**src/rtl/shift_reg_universal.sv**
```systemverilog
// Universal shift register: hold, shift right, shift left, parallel load,
// with a shift counter that pulses frame_done after every WIDTH shifts.
//
// Ports:
//   clk        rising-edge clock
//   rst_n      synchronous active-low reset
//   en         clock enable, all state holds when low
//   mode       00 hold, 01 shift right, 10 shift left, 11 parallel load
//   sin        serial data input
//   din        parallel load data
//   q          registered register contents
//   sout       serial output bit, combinational from q, mode and dir_last
//   cnt        shifts since last load, frame wrap or reset
//   frame_done one-cycle pulse after the WIDTH-th shift of a frame
module shift_reg_universal #(
   parameter int             WIDTH     = 4,
   parameter logic [WIDTH-1:0] RESET_VAL = '0,
   parameter int             CNT_W     = $clog2(WIDTH) + 1
) (
   input  logic             clk,
   input  logic             rst_n,
   input  logic             en,
   input  logic [1:0]       mode,
   input  logic             sin,
   input  logic [WIDTH-1:0] din,
   output logic [WIDTH-1:0] q,
   output logic             sout,
   output logic [CNT_W-1:0] cnt,
   output logic             frame_done
);

   localparam logic [1:0] M_HOLD  = 2'b00;
   localparam logic [1:0] M_RIGHT = 2'b01;
   localparam logic [1:0] M_LEFT  = 2'b10;
   localparam logic [1:0] M_LOAD  = 2'b11;

   localparam logic [CNT_W-1:0] CNT_LAST = CNT_W'(WIDTH - 1);

   // 0 = last shift was right, 1 = last shift was left
   logic             dir_last;

   logic [WIDTH-1:0] q_nxt;
   logic [CNT_W-1:0] cnt_nxt;
   logic             fd_nxt;
   logic             dir_nxt;
   logic             shift;
   logic             wrap;

   assign wrap = (cnt == CNT_LAST);

   always_comb begin
      q_nxt   = q;
      cnt_nxt = cnt;
      fd_nxt  = 1'b0;
      dir_nxt = dir_last;
      shift   = 1'b0;
      if (en) begin
         unique case (mode)
            M_HOLD: begin
               q_nxt = q;
            end
            M_RIGHT: begin
               q_nxt   = {sin, q[WIDTH-1:1]};
               dir_nxt = 1'b0;
               shift   = 1'b1;
            end
            M_LEFT: begin
               q_nxt   = {q[WIDTH-2:0], sin};
               dir_nxt = 1'b1;
               shift   = 1'b1;
            end
            M_LOAD: begin
               q_nxt   = din;
               cnt_nxt = '0;
            end
         endcase
      end
      // Direction changes do not restart the frame; cnt counts
      // every shift regardless of direction.
      if (shift) begin
         cnt_nxt = wrap ? '0 : cnt + CNT_W'(1);
         fd_nxt  = wrap;
      end
   end

   always_ff @(posedge clk) begin
      if (!rst_n) begin
         q          <= RESET_VAL;
         cnt        <= '0;
         frame_done <= 1'b0;
         dir_last   <= 1'b0;
      end else begin
         q          <= q_nxt;
         cnt        <= cnt_nxt;
         frame_done <= fd_nxt;
         dir_last   <= dir_nxt;
      end
   end

   // The bit about to leave follows the active shift direction; when
   // idle or loading, it follows the direction of the last shift.
   always_comb begin
      sout = q[0];
      unique case (mode)
         M_RIGHT: sout = q[0];
         M_LEFT:  sout = q[WIDTH-1];
         default: sout = dir_last ? q[WIDTH-1] : q[0];
      endcase
   end

   always_ff @(posedge clk) begin
      if (rst_n) begin
         assert (!$isunknown(en));
         if (en) begin
            assert (!$isunknown(mode));
         end
      end
   end

endmodule

```
**config.mk**
```make
export PLATFORM = sky130hd
export DESIGN_NAME = shift_reg_universal
export DESIGN_NICKNAME = d
export VERILOG_FILES = /design/src/rtl/shift_reg_universal.sv
export SDC_FILE = /design/constraint.sdc
export NUM_CORES = 1
export LEC_CHECK = 0
export ABC_AREA = 1
export BUFFER_PORTS_ARGS = -buffer_cell sky130_fd_sc_hd__buf_2
export CAP_MARGIN = 0
export CORE_MARGIN = 4
export CORE_UTILIZATION = 30
export CTS_CLUSTER_DIAMETER = 60
export DETAILED_ROUTE_END_ITERATION = 6
export GPL_TIMING_DRIVEN = 1
export MAX_ROUTING_LAYER = met4
export PLACE_DENSITY_LB_ADDON = 0.05
export SLEW_MARGIN = 20
export SYNTH_ARGS = -nofsm -noshare
export SYNTH_HDL_FRONTEND = slang
export SYNTH_SLANG_ARGS = --single-unit
```
**constraint.sdc**
```tcl
create_clock -name clk -period 0.92 [get_ports clk]
set_input_delay 0.138 -clock clk [delete_from_list [all_inputs] [get_ports clk]]
set_output_delay 0.138 -clock clk [all_outputs]
set_load 0.05 [all_outputs]
```
==> impl_metrics.py <==
metrics = {
    "run_status": {
        "status": "complete, but fails checks",
        "violations": "negative setup slack",
    },
    "synth": {
        "ys_ff_latch": 9,
        "synth.most_common_cell": "nand2_1",
        "ys_seq_area_share_pct": 29.81,
        "synth_area_leader_cell": "dfxtp_1",
        "ys_types": 13,
        "syn_area_sq_um": 604.3,
        "synth.avg_cell_area_sq_um": 6.104,
        "synthTopCellsByArea": "dfxtp_1 (30%), nand2_1 (19%), inv_1 (16%), ha_1 (12%), a21oi_1 (5.8%)",
        "synth_edf_count": 0,
        "syn-num-nets": 115,
        "synthArstFlopShare_pct": 0,
        "synth_common_cells": "nand2_1 (30), inv_1 (25), dfxtp_1 (9), a21oi_1 (7)",
        "netlist.area_leader.share_pct": 29.81,
        "ys.flop_type": "dfxtp_1",
        "ys_warn_count": 0,
        "synth_cells": 99,
    },
    "flow_run": {
        "maxCapViolCount": 0,
    },
    "routing": {
        "num_vias": 667,
        "drt-total-wl_um": 1531,
        "ant_nets": 0,
        "drt_iter0_markers": 2,
        "vias_per_cell": 4.276,
        "wl_per_cell_um": 9.814,
        "first_pass_iters": 3,
        "drc": 0,
    },
    "setup_path": {
        "timing.rr.start": "q[3]",
        "arrival_ns": 1.09,
        "worst_setup_path_start_kind": "flip-flop",
        "cp_max_fo": 3,
        "cp.required_ns": 0.78,
        "path_class": "reg -> out",
        "worst_setup_path_end_kind": "output port",
        "startpoint": "q[3]",
    },
    "sta": {
        "max_freq_ghz": 0.8154,
        "finalMaxSlewViolations": 0,
        "setup_viol": 5,
        "rsz0062_at_grt": "true",
        "tightest_slew_ns": 0.1850,
        "finalCritPeriodShare_pct": 133.3,
        "finClkSkew_ns": 0.007014,
        "setup_ws_ns": -0.3064,
        "hold_viol": 0,
        "fin_crit_ns": 1.226,
        "slew_headroom_pct": 87.57,
    },
    "global_routing": {
        "grt_max_degree": 9,
        "grt_pass1_vias": 674,
        "grt_usage_pct": 14.50,
        "grt_antenna_before_repair": 0,
        "grt_overflow": 0,
        "grt_pass1_wl_um": 2760,
    },
    "die": {
        "ios": 19,
        "dieWidth_um": 52.88,
        "rows": 15,
        "dieArea_sq_mm": 0.002796,
        "die-height_um": 52.88,
        "core_area_sq_mm": 0.001821,
        "start_util_pct": 33.20,
    },
    "clock_network": {
        "ctsHtreeMaxLevel": 1,
        "cts_root_buffer": "clkbuf_4",
        "cts_tree": "built",
        "cts-buffers-inserted": 3,
        "cts.sink_count": 9,
        "insertion_delay_ns": 0.27,
        "cts_max_path_buffers": 2,
        "cts_hold_buf": 0,
        "clk_pin_slew_ns": 0.06,
    },
    "power_and_ir_drop": {
        "p_leak_nw": 0.5513,
        "peakVddDrop_uv": 812.4,
        "total_power_mw": 1.190,
        "power_density_mw_per_mm2": 1163,
    },
    "layout": {
        "final_nets": 148,
        "drive_gt1_share_pct": 48.85,
        "antenna_cells": 0,
        "design_area_sq_mm": 0.001023,
        "areaGrowthSynthToFinish_pct": 69.36,
        "fill_cells": 194,
    },
    "placed_design": {
        "io_buffers": 18,
        "place_area_sq_um": 817.0,
        "gp_congestion": 0.7717,
        "hpwl_um": 1249,
        "dp_slack_ns": -0.3915,
    },
    "min_path": {
        "hold_start": "rst_n",
        "hold_path.class": "in -> reg",
    },
}
[metrics by stage]
stage	std cells	setup TNS (ns)	utilization [%]	hold slack (ns)
global route	156	-0.8757	56.22	0.1231
finish	156	-0.6321	56.22	0.1153
CTS	155	-0.7105	53.06	0.1141
floorplan	99	-0.3293	-	0.2490
detailed placement	148	-2.433	44.88	0.3988
global placement	148	-2.232	44.88	0.4009
[critical path, stage by stage (launching register included)]
cell and delay, ns:
dfxtp_4 0.34, inv_2 0.05, o21ai_2 0.12, nand2_2 0.08
o21ai_4 0.06, buf_6 0.17
[per-layer routing]
metal	part of all wire [%]	vias to the layer above	track usage, %
met5	0	-	-
met4	2.6	0	6.383
met3	4.9	5	5.915
met2	50	12	23.35
met1	43	294	15.65
li1	-	356	-
[report_power, final]
group	leakage [nW]	internal (mW)	total [mW]	switching [mW]
sequential	0.0783	0.411	0.440	0.0291
combinational	0.458	0.190	0.437	0.247
clock	0.0150	0.168	0.313	0.145
[worst paths after layout]
| path | depth (start not counted) | slack (ns) | endpoint |
|---|---|---|---|
| worst min register to register | 2 | 0.51 | cnt[1] |
| worst min-delay path | 3 | 0.12 | cnt[0] |
| worst max register to register | 6 | 0.02 | q[2] |
| worst max-delay path | 5 | -0.31 | sout |
[area by class of cell]
cell class	count	area [sq um]	area share, %
clock buffer	4	26.28	2.567
inverter	26	97.59	9.535
multi-input combinational	64	409.1	39.98
sequential	9	203.9	19.93
tap	25	31.28	3.056
timing repair buffer	28	255.2	24.94
[repair_timing]
| item | CTS | global route |
|---|---|---|
| resized for setup | 29 | 20 |
| buffers inserted | 3 | 1 |
| gates cloned | 0 | 0 |
| endpoints found under the setup margin | 10 | 16 |
| pin swaps | 0 | 5 |
[placed cells by master, fill, tap and decap left out, types with 5 or more instances in the layout]
master	count
a21oi_1	6
buf_2	9
dfxtp_4	6
inv_1	20
inv_2	6
nand2_1	23
nor2_1	5
buf_4	8
buf_8	7
nand2_2	9
nand3_1	5
[cells by family (layout without fill, tap and decap cells)]
family	count (synthesis)	after routing	share of synthesized area, %
flip-flops	9	9	29.81
adder cells (fa/ha/maj)	6	6	12.42
AO/OA/AOI/OAI	12	12	10.35
buffers and inverters	26	58	16.15
AND/OR/NAND/NOR	46	46	31.26
[sequential cells by signal, indices dropped and copies added, names as in the netlist]
register / cells
q: 4
cnt: 3
dir_last: 1
frame_done: 1
Power figures use the tool's default switching activity.
